<file path="src/rtl/csa_accum.sv">
// csa_accum: streaming carry-save accumulator.
// Accepts one WIDTH-bit operand per cycle into a redundant (sum, carry) pair
// built from a row of 3:2 compressors. The last beat of a group triggers a
// one-cycle carry-propagate add; the resolved sum and a saturating beat count
// are then offered on a valid/ready output.
//
// Ports:
//   clk        clock, all state updates on rising edge
//   rst        synchronous active-high reset
//   in_valid   operand beat valid
//   in_ready   stage can accept an operand this cycle
//   in_data    operand value, unsigned
//   in_last    final operand of the current group
//   out_valid  result valid
//   out_ready  downstream accepts result
//   out_sum    resolved group sum, modulo 2^WIDTH
//   out_cnt    operands in the group, saturating at 2^CNT_W-1
module csa_accum #(
  parameter int unsigned WIDTH = 32,
  parameter int unsigned CNT_W = 8
) (
  input  logic             clk,
  input  logic             rst,
  input  logic             in_valid,
  output logic             in_ready,
  input  logic [WIDTH-1:0] in_data,
  input  logic             in_last,
  output logic             out_valid,
  input  logic             out_ready,
  output logic [WIDTH-1:0] out_sum,
  output logic [CNT_W-1:0] out_cnt
);

  typedef enum logic [1:0] {
    ACC,
    RESOLVE,
    OUT
  } state_t;

  state_t           r_state;
  logic [WIDTH-1:0] r_sum;
  logic [WIDTH-1:0] r_carry;
  logic [CNT_W-1:0] r_cnt;
  logic             r_in_ready;
  logic             r_out_valid;
  logic [WIDTH-1:0] r_out_sum;
  logic [CNT_W-1:0] r_out_cnt;

  logic             w_accept;
  logic [WIDTH-1:0] w_carry_sh;
  logic [WIDTH-1:0] w_sum_nxt;
  logic [WIDTH-1:0] w_carry_nxt;
  logic [WIDTH-1:0] w_resolved;
  logic [CNT_W-1:0] w_cnt_nxt;

  assign w_accept = in_valid & r_in_ready;

  // Carry vector enters the next row with weight 2; its top bit falls off
  // because the accumulator is modulo 2^WIDTH.
  assign w_carry_sh = {r_carry[WIDTH-2:0], 1'b0};

  // Row of 3:2 compressors: operand, stored sum, shifted stored carry.
  assign w_sum_nxt   = in_data ^ r_sum ^ w_carry_sh;
  assign w_carry_nxt = (in_data & r_sum) | (in_data & w_carry_sh) | (r_sum & w_carry_sh);

  assign w_resolved = r_sum + w_carry_sh;

  assign w_cnt_nxt = (r_cnt == '1) ? r_cnt : r_cnt + CNT_W'(1);

  always_ff @(posedge clk) begin
    if (rst) begin
      r_state     <= ACC;
      r_sum       <= '0;
      r_carry     <= '0;
      r_cnt       <= '0;
      r_in_ready  <= 1'b1;
      r_out_valid <= 1'b0;
      r_out_sum   <= '0;
      r_out_cnt   <= '0;
    end else begin
      case (r_state)
        ACC: begin
          if (w_accept) begin
            r_sum   <= w_sum_nxt;
            r_carry <= w_carry_nxt;
            r_cnt   <= w_cnt_nxt;
            if (in_last) begin
              r_state    <= RESOLVE;
              r_in_ready <= 1'b0;
            end
          end
        end
        RESOLVE: begin
          r_out_sum   <= w_resolved;
          r_out_cnt   <= r_cnt;
          r_out_valid <= 1'b1;
          r_state     <= OUT;
        end
        OUT: begin
          if (out_ready) begin
            r_sum       <= '0;
            r_carry     <= '0;
            r_cnt       <= '0;
            r_out_valid <= 1'b0;
            r_in_ready  <= 1'b1;
            r_state     <= ACC;
          end
        end
        default: begin
          r_state     <= ACC;
          r_sum       <= '0;
          r_carry     <= '0;
          r_cnt       <= '0;
          r_in_ready  <= 1'b1;
          r_out_valid <= 1'b0;
        end
      endcase
    end
  end

  assign in_ready  = r_in_ready;
  assign out_valid = r_out_valid;
  assign out_sum   = r_out_sum;
  assign out_cnt   = r_out_cnt;

endmodule

</file>
<file path="config.mk">
export PLATFORM = sky130hd
export DESIGN_NAME = csa_accum
export DESIGN_NICKNAME = d
export VERILOG_FILES = /design/src/rtl/csa_accum.sv
export SDC_FILE = /design/constraint.sdc
export NUM_CORES = 1
export LEC_CHECK = 0
export CAP_MARGIN = 0
export CORE_ASPECT_RATIO = 1.2
export CORE_UTILIZATION = 43
export DETAILED_ROUTE_END_ITERATION = 16
export HOLD_SLACK_MARGIN = 0.02
export SLEW_MARGIN = 15
export SYNTH_ARGS = -nofsm -noshare
export SYNTH_HDL_FRONTEND = slang
export SYNTH_SLANG_ARGS = --single-unit
</file>
<file path="constraint.sdc">
create_clock -name clk -period 4.8 [get_ports clk]
set_input_delay 1.2 -clock clk [delete_from_list [all_inputs] [get_ports clk]]
set_output_delay 1.2 -clock clk [all_outputs]
set_load 0.005 [all_outputs]
</file>
==> summary.txt, run 1 <==
Placed design
  – Post-DP HPWL: 11000 µm
  – Port bufs: 78
  – GPL Wtd Cong: 0.875

Route
  – Via count: 5458
  – DR pass1 iterations: 5
  – Final ANT Viol Nets: 0
  – Vias per cell: 5.64
  – Routed wire per std cell: 16.1 µm
  – First-iteration detailed-routing DRC count: 339
  – Total routed wirelength: 15500 µm
  – DRC viols: 0

CTS
  – Cts hold-fix bufs: 0
  – Post-CTS setup buffers: 0
  – Clk buf depth: 2
  – H-tree Lvls: 4
  – CTS resizes: 0
  – Cts bufs inserted: 17
  – Clk sinks: 115
  – Clk slew on worst S/H paths: 0.06 ns
  – Worst-Skew Late Latency: 0.42 ns
  – Root buffer cell: clkbuf_16
  – CTS tree: built

Min path
  – Hold Path Class: flop to flop

Synth
  – Post-Syn Instances: 724
  – #FFs+latches synth: 115
  – Number of synthesized flops with an enable pin: 0
  – Sequential fraction of the synthesis area: 36.6%
  – Syn_area_per_cell: 8.69 µm²
  – Synth warn: 0
  – Asr flop ratio synth: 0%
  – Syn Nets: 824
  – Most used DFF post-synth: dfxtp_1
  – Synthesized cell area: 6290 µm²
  – Distinct cell type count after synthesis: 54

Die
  – Initial Util: 43.8%
  – Die Height: 134 µm
  – Std-Cell Rows: 48
  – Die W: 112 µm
  – Die area: 15100 µm²
  – Core Region: 14400 µm²
  – IO Count: 79

Power and ir drop
  – Total design power: 2.74 mW
  – Pleak: 3.11 nW
  – Max VDD drop: 0.000236 V
  – P per Cell Area: 351 nW/µm²

Critical path
  – CP Cell Sequence: buf_2 > buf_4 > nor2_1 > a221oi_1 > nand3_1
  – CP max FO: 71
  – Slowest cell on crit path: buf_4
  – Crit path launch type: primary input
  – Setup CP Type: primary input to flop
  – Crit path required time: 5.10 ns
  – WP buf/inv: 2
  – Top delay family on crit path: buffers and inverters
  – Arrival @ worst endpoint: 3.16 ns
  – Crit. End Element: flop
  – Largest incremental delay on the critical path: 0.67 ns

Timing
  – Slew @ Worst Pin: 0.732 ns
  – Sum Neg Setup Slack: 0 ns
  – Final setup viols: 0
  – Pins over their slew limit: 0
  – Final Hold Vio Count: 0
  – Crit share post-route: 59.5%
  – Post-layout min period: 2.85 ns
  – RSZ-0062 raised after global routing: no
  – Max Clk Rate: 350 MHz
  – Worst relative slew slack: 51.2%
  – Fin Clk Skew: 0.00727 ns

Final layout
  – Commonest non-fill, non-tap cells in the layout: dfxtp_1, nor2_1, clkdlybuf4s50_1
  – Commonest non-fill, non-tap cell in the layout: dfxtp_1
  – Final core utilization: 54.3%
  – Area growth, synth to finish: 23.9%
  – Post-layout nets: 882
  – Number of inserted diodes: 0
  – Layout cells sized above 1: 6.05%

GRT
  – Vias in the first global route: 5409
  – First-pass GRT wire length: 26400 µm
  – GR peak layer: met2
  – Initial antenna violation count: 0
  – Met3 Track Usage GR: 5.12%
  – Met2 usage: 36.6%
  – Met1 Use GR: 27.6%
  – Grt ovf: 0
  – Total track usage: 22.1%
  – Maximum number of pins on one net before global-route repair: 72

Run status
  – Status: finished, final reports clean

Run
  – Max cap viols: 0
-- power by group --
| part | switching (mW) | internal (mW) | leakage, nW |
|---|---|---|---|
| Sequential | 0.0466 | 1.00 | 0.933 |
| Clock | 0.448 | 0.878 | 0.304 |
| Combinational | 0.210 | 0.154 | 1.87 |
| Total | 0.705 | 2.03 | 3.11 |
-- registers in the layout, summed over array words and instances (netlist names) --
signal and flops:
in_ready 1, out_cnt 8, out_sum 32, out_valid 1, r_carry 31, r_cnt 8
r_state 2, r_sum 32
-- worst min-delay path: cells and delay by family (launching register included) --
kind               cells  cell delay, ns
AOI/OAI and AO/OA      1            0.05
and+or+nand+nor        1            0.05
DFF                    1            0.30
-- logic make-up after synthesis --
kind of cell,count (synthesis),synth area share (%)
AOI/OAI and AO/OA,211,22.6
xor gates and xnor gates,23,3.20
adders and majority gates,63,16.2
buffers and inverters,62,3.72
DFF,115,36.6
muxes,1,0.159
and+or+nand+nor,249,17.5
-- per-stage QoR --
stage / setup slack (ns) / instances / hold WS, ns / area [µm²]
after floorplan: 2.43 / 724 / 0.442 / 6290
after global placement: 1.55 / 938 / 0.437 / 7170
after detailed placement: 1.51 / 938 / 0.444 / 7170
after CTS: 1.98 / 968 / 0.452 / 7790
after global routing: 1.80 / 968 / 0.472 / 7790
final: 1.95 / 968 / 0.450 / 7790
-- synth_stat cells, types with 14 or more instances --
master | instances | area share (%)
dfxtp_1 | 115 | 37
nor2_1 | 102 | 6.1
nand2_1 | 71 | 4.2
a22oi_1 | 62 | 7.4
a21oi_1 | 56 | 4.5
clkbuf_1 | 37 | 2.2
ha_1 | 32 | 6.4
fa_1 | 31 | 9.9
o21ai_0 | 25 | 2.0
inv_1 | 18 | 1.1
nand3_1 | 17 | 1.4
a21o_1 | 16 | 1.9
nand4_1 | 14 | 1.4
nor3_1 | 14 | 1.1
-- area by class of cell --
class | instances | area, µm²
clock buffers | 22 | 494
clock inverters | 8 | 125
fillers | 1334 | 6560
inverters | 18 | 67.6
multi-input cells | 547 | 3770
flip-flops and latches | 115 | 2300
well taps | 175 | 219
repair buffers | 83 | 813
-- per-layer routing --
layer / wire [µm] / part of all wire [%]
met1: 7250 / 47
met2: 7430 / 48
met3: 532 / 3.4
met4: 340 / 2.2
met5: 0 / 0
-- final timing paths --
path,from,to,slack (ns),cells past startpoint
setup / recovery,rst,out_sum[26]$_SDFFE_PP0P_,1.95,5
hold reg to reg,out_sum[8]$_SDFFE_PP0P_,out_sum[8]$_SDFFE_PP0P_,0.45,2
setup reg to reg,r_sum[1]$_SDFFE_PP0P_,out_sum[31]$_SDFFE_PP0P_,2.05,10
hold / removal,out_sum[8]$_SDFFE_PP0P_,out_sum[8]$_SDFFE_PP0P_,0.45,2
Note: power is estimated with default switching activity, not from simulation.
==> run 2, diff against run 1 <==
==> constraint.sdc (replaced) <==
create_clock -name clk -period 2.71 [get_ports clk]
set_input_delay 0.6775 -clock clk [delete_from_list [all_inputs] [get_ports clk]]
set_output_delay 0.6775 -clock clk [all_outputs]
set_load 0.005 [all_outputs]
==> summary.txt, run 2 (same netlist as run 1, synthesis figures left out) <==
Route
  – DRC viols: 0
  – Routed wire per std cell: 16.1 µm
  – First-iteration detailed-routing DRC count: 354
  – Via count: 5538
  – Vias per cell: 5.66
  – DR pass1 iterations: 5
  – Total routed wirelength: 15700 µm
  – Final ANT Viol Nets: 0

CTS
  – Cts hold-fix bufs: 0
  – Worst-Skew Late Latency: 0.42 ns
  – Root buffer cell: clkbuf_16
  – H-tree Lvls: 4
  – CTS resizes: 0
  – Post-CTS setup buffers: 0
  – Clk buf depth: 2
  – Clk sinks: 115
  – CTS tree: built
  – Cts bufs inserted: 17
  – Clk slew on worst S/H paths: 0.06 ns

Power and ir drop
  – Max VDD drop: 0.000420 V
  – Total design power: 4.84 mW
  – P per Cell Area: 615 nW/µm²
  – Pleak: 3.15 nW

Final layout
  – Layout cells sized above 1: 7.22%
  – Commonest non-fill, non-tap cell in the layout: dfxtp_1
  – Filler cells: 1326
  – Register area: 2300 µm²
  – Area growth, synth to finish: 25.2%
  – Commonest non-fill, non-tap cells in the layout: dfxtp_1, nor2_1, clkdlybuf4s50_1
  – Area of the multi-input gates: 3780 µm²
  – Post-layout nets: 890
  – Final core utilization: 54.9%
  – Number of inserted diodes: 0
  – Final Non-Filler Cells: 978

Die
  – Die Height: 134 µm
  – Die area: 15100 µm²
  – Core Region: 14400 µm²
  – Initial Util: 43.8%
  – Die W: 112 µm
  – Std-Cell Rows: 48
  – IO Count: 79

Critical path
  – Crit. End Element: flop
  – Arrival @ worst endpoint: 2.83 ns
  – Top delay family on crit path: compound AO/OA/AOI/OAI gates
  – Crit path required time: 3.02 ns
  – CP Cell Sequence: ha_1 > inv_1 > fa_1 > nor2b_1 > o2111ai_1 > a31oi_2 > nor2_1 > o31ai_4 > a21oi_1 > o211a_1
  – Slowest cell on crit path: dfxtp_1
  – Largest incremental delay on the critical path: 0.38 ns
  – WP buf/inv: 1
  – Crit path launch type: flop
  – CP max FO: 5
  – Setup CP Type: flop to flop

Timing
  – Post-layout min period: 2.52 ns
  – Fin Clk Skew: 0.00668 ns
  – Crit share post-route: 92.9%
  – Pins over their slew limit: 0
  – Slew @ Worst Pin: 0.699 ns
  – Max Clk Rate: 397 MHz
  – Sum Neg Setup Slack: 0 ns
  – Min Hold Slack: 0.453 ns
  – Final Hold Vio Count: 0
  – Final setup viols: 0
  – RSZ-0062 raised after global routing: no
  – Worst relative slew slack: 53.2%

GRT
  – Maximum number of pins on one net before global-route repair: 84
  – Grt ovf: 0
  – Total track usage: 22.1%
  – Vias in the first global route: 5376
  – Initial antenna violation count: 0
  – First-pass GRT wire length: 26400 µm

Placed design
  – Post-DP HPWL: 11200 µm
  – Port bufs: 78
  – Placed Instances: 946
  – GPL Wtd Cong: 0.874

Min path
  – Hold Path Class: flop to flop

Run status
  – Status: finished, final reports clean

Run
  – Max cap viols: 0
[run 2: routing by layer]
layer	share of wire, %	vias to the layer above	routed length [µm]	GRT usage (%)
met4	1.6	0	256	7.56
met2	47	123	7470	36.5
met3	4.3	17	681	4.85
met5	0	-	0	0
met1	47	2674	7320	28.6
li1	-	2724	-	-
[run 2: area by class of cell]
cell class                 count  share of cell area [%]
multi-input combinational    547                    48.0
sequential                   115                    29.2
timing repair buffer          91                    11.4
clock buffer                  20                    5.80
tap                          175                    2.78
clock inverter                12                    1.97
inverter                      18                   0.858
[run 2: tightest hold or removal path, delay by kind of cell (launching register included)]
kind	cells	cell delay (ns)
AOI/OAI and AO/OA	1	0.05
DFF	1	0.31
and+or+nand+nor	1	0.05
[run 2: through the flow]
| stage | setup slack [ns] | area [µm²] |
|---|---|---|
| floorplan | 0.338 | 6290 |
| global placement | 0.184 | 7260 |
| detailed placement | 0.0881 | 7260 |
| CTS | 0.0803 | 7870 |
| global route | 0.00964 | 7880 |
| finish | 0.192 | 7880 |
[run 2: path summary, 6_finish.rpt]
kind / from / end / slack, ns / depth (start not counted)
hold reg to reg: out_sum[5]$_SDFFE_PP0P_ / out_sum[5]$_SDFFE_PP0P_ / 0.45 / 2
setup / recovery: r_sum[1]$_SDFFE_PP0P_ / out_sum[31]$_SDFFE_PP0P_ / 0.19 / 10
setup reg to reg: r_sum[1]$_SDFFE_PP0P_ / out_sum[31]$_SDFFE_PP0P_ / 0.19 / 10
hold / removal: out_sum[5]$_SDFFE_PP0P_ / out_sum[5]$_SDFFE_PP0P_ / 0.45 / 2
[run 2: where the power goes]
group	switching (mW)	internal, mW
Clock	0.828	1.49
Combinational	0.377	0.287
Sequential	0.0823	1.77
==> run 3, diff against run 2 <==
--- a/config.mk
+++ b/config.mk
@@ -10,6 +10,7 @@
 export CORE_UTILIZATION = 43
 export DETAILED_ROUTE_END_ITERATION = 16
 export HOLD_SLACK_MARGIN = 0.02
+export PLACE_DENSITY = 0.67
 export SLEW_MARGIN = 15
 export SYNTH_ARGS = -nofsm -noshare
 export SYNTH_HDL_FRONTEND = slang
==> constraint.sdc (replaced) <==
create_clock -name clk -period 2.1 [get_ports clk]
set_input_delay 0.525 -clock clk [delete_from_list [all_inputs] [get_ports clk]]
set_output_delay 0.525 -clock clk [all_outputs]
set_load 0.005 [all_outputs]
==> summary.txt, run 3 (same netlist as run 1, synthesis figures left out) <==
Run status
  – Status: finished with violations
  – Failing checks: negative setup slack

Critical path
  – Largest incremental delay on the critical path: 0.36 ns
  – Top delay family on crit path: compound AO/OA/AOI/OAI gates
  – CP max FO: 5
  – Crit path launch type: flop
  – Setup CP Type: flop to flop
  – CP Cell Sequence: ha_4 > inv_2 > fa_2 > nor2b_4 > o2111ai_4 > a31oi_4 > nor2_2 > o31ai_4 > buf_4 > xnor2_1 > o21ai_1
  – Crit. End Element: flop
  – Slowest cell on crit path: fa_2
  – Crit path required time: 2.41 ns
  – Arrival @ worst endpoint: 2.57 ns
  – WP buf/inv: 2

Route
  – Met3 routed WL: 500 µm
  – DR pass1 iterations: 10
  – DRC viols: 0
  – WL met2: 9300 µm
  – Top Layer Used: met4
  – Vias per cell: 5.53
  – Final ANT Viol Nets: 0
  – Routed wire per std cell: 16.4 µm
  – Post-Route M1 WL: 7750 µm
  – Total routed wirelength: 17800 µm
  – First-iteration detailed-routing DRC count: 345
  – Via count: 6012

CTS
  – Root buffer cell: clkbuf_16
  – H-tree Lvls: 4
  – Clk buf depth: 2
  – Clk sinks: 115
  – CTS tree: built
  – Cts bufs inserted: 17
  – Worst-Skew Late Latency: 0.42 ns
  – Clk slew on worst S/H paths: 0.05 ns

Final layout
  – Commonest non-fill, non-tap cell in the layout: buf_4
  – Post-layout nets: 1000
  – Layout cells sized above 1: 23.1%
  – Area growth, synth to finish: 42.7%
  – Final Non-Filler Cells: 1087
  – Number of inserted diodes: 0
  – Commonest non-fill, non-tap cells in the layout: buf_4, dfxtp_1, nor2_1
  – Final core utilization: 62.5%
  – Filler cells: 1178

Power and ir drop
  – Total design power: 6.65 mW
  – Clock Power Share: 47.3%
  – Pint: 4.97 mW
  – Max VDD drop: 0.000538 V
  – Combinational power share: 16.8%
  – Psw: 1.68 mW
  – Switching Share: 25.3%
  – P per Cell Area: 741 nW/µm²
  – Flop pwr share: 35.9%
  – Pleak: 3.72 nW

Die
  – Initial Util: 43.8%
  – Die Height: 134 µm
  – Die area: 15100 µm²
  – Std-Cell Rows: 48
  – IO Count: 79
  – Die W: 112 µm
  – Core Region: 14400 µm²

Placed design
  – Post-DP HPWL: 12700 µm
  – GPL Wtd Cong: 0.850
  – Placed Instances: 1045
  – Port bufs: 78

Timing
  – Post-route setup slack: -0.167 ns
  – RSZ-0062 raised after global routing: yes
  – Worst relative slew slack: 61.6%
  – Fin Clk Skew: 0.00719 ns
  – Crit share post-route: 108%
  – Pins over their slew limit: 0
  – Final Hold Vio Count: 0
  – Final setup viols: 13
  – Post-layout min period: 2.27 ns
  – Max Clk Rate: 441 MHz
  – Slew @ Worst Pin: 0.577 ns

GRT
  – Maximum number of pins on one net before global-route repair: 54
  – Initial antenna violation count: 0
  – Vias in the first global route: 5917
  – First-pass GRT wire length: 28800 µm
  – Total track usage: 23.9%
  – Grt ovf: 0

Run
  – Max cap viols: 0

Min path
  – Hold Path Class: flop to flop
==> run 3: cell count changes in the layout (fill, tap and decap cells not counted), moves of 4 or more <==
| cell | delta |
|---|---|
| buf_4 | +111 |
| dfxtp_2 | +7 |
| o21ai_0 | -7 |
| o21ai_1 | +4 |
| ha_4 | +8 |
| ha_1 | -11 |
| a21oi_1 | -11 |
| a21oi_2 | +10 |
| dfxtp_1 | -7 |
==> run 3: worst reg2reg max path, cell delays in order, from the launching register on <==
cell and delay [ns]:
dfxtp_2 0.35, ha_4 0.14, inv_2 0.03, fa_2 0.36, nor2b_4 0.15, o2111ai_4 0.16, a31oi_4 0.23, nor2_2 0.08
o31ai_4 0.30, buf_4 0.18, xnor2_1 0.10, o21ai_1 0.07
==> run 3: power by group through the flow <==
stage | clock, mW | sequential (mW) | combinational (mW)
finish | 3.15 | 2.39 | 1.12
global route | 3.31 | 2.40 | 1.23
CTS | 3.18 | 2.38 | 1.09
detailed placement | 0 | 2.42 | 1.06
global placement | 0 | 2.42 | 1.02
floorplan | 0 | 2.42 | 0.577
==> run 3: final cells by class <==
class / instances / area [µm²] / area share [%]
repair buffers: 201 / 1700 / 19.0
flip-flops and latches: 115 / 2310 / 25.8
multi-input cells: 547 / 4030 / 44.9
clock inverters: 11 / 183 / 2.04
clock buffers: 20 / 457 / 5.09
well taps: 175 / 219 / 2.44
inverters: 18 / 67.6 / 0.753
==> run 3: worst paths after layout <==
path | start | endpoint | slack, ns | cells past startpoint
worst min register to register | out_sum[3]$_SDFFE_PP0P_ | out_sum[3]$_SDFFE_PP0P_ | 0.45 | 2
worst max-delay path | r_carry[0]$_SDFFE_PP0P_ | out_sum[23]$_SDFFE_PP0P_ | -0.17 | 11
worst max register to register | r_carry[0]$_SDFFE_PP0P_ | out_sum[23]$_SDFFE_PP0P_ | -0.17 | 11
worst min-delay path | out_sum[3]$_SDFFE_PP0P_ | out_sum[3]$_SDFFE_PP0P_ | 0.45 | 2
==> run 3: stage by stage <==
| step | hold slack, ns | cell area (µm²) | worst slack [ns] | TNS, ns |
|---|---|---|---|---|
| 3_3_place_gp | 0.444 | 8050 | -0.183 | -1.50 |
| 2_1_floorplan | 0.442 | 6360 | -0.0550 | -0.138 |
| 3_5_place_dp | 0.447 | 8050 | -0.264 | -3.60 |
| 6_report | 0.450 | 8970 | -0.167 | -1.02 |
| 4_1_cts | 0.453 | 8800 | -0.144 | -1.44 |
| 5_1_grt | 0.467 | 8970 | -0.286 | -2.81 |
==> run 3: what timing repair did <==
item | 4_1_cts | 5_1_grt
endpoints found under the setup margin | 17 | 20
pin swaps | 8 | 21
hold buffers | 0 | 0
resized for setup | 16 | 32
setup buffers | 4 | 7
==> run 3: per-layer routing <==
metal | track usage (%) | up-vias
li1 | - | 2944
met1 | 28.4 | 2933
met2 | 43.2 | 117
met3 | 4.13 | 18
met4 | 8.74 | 0
met5 | 0 | -
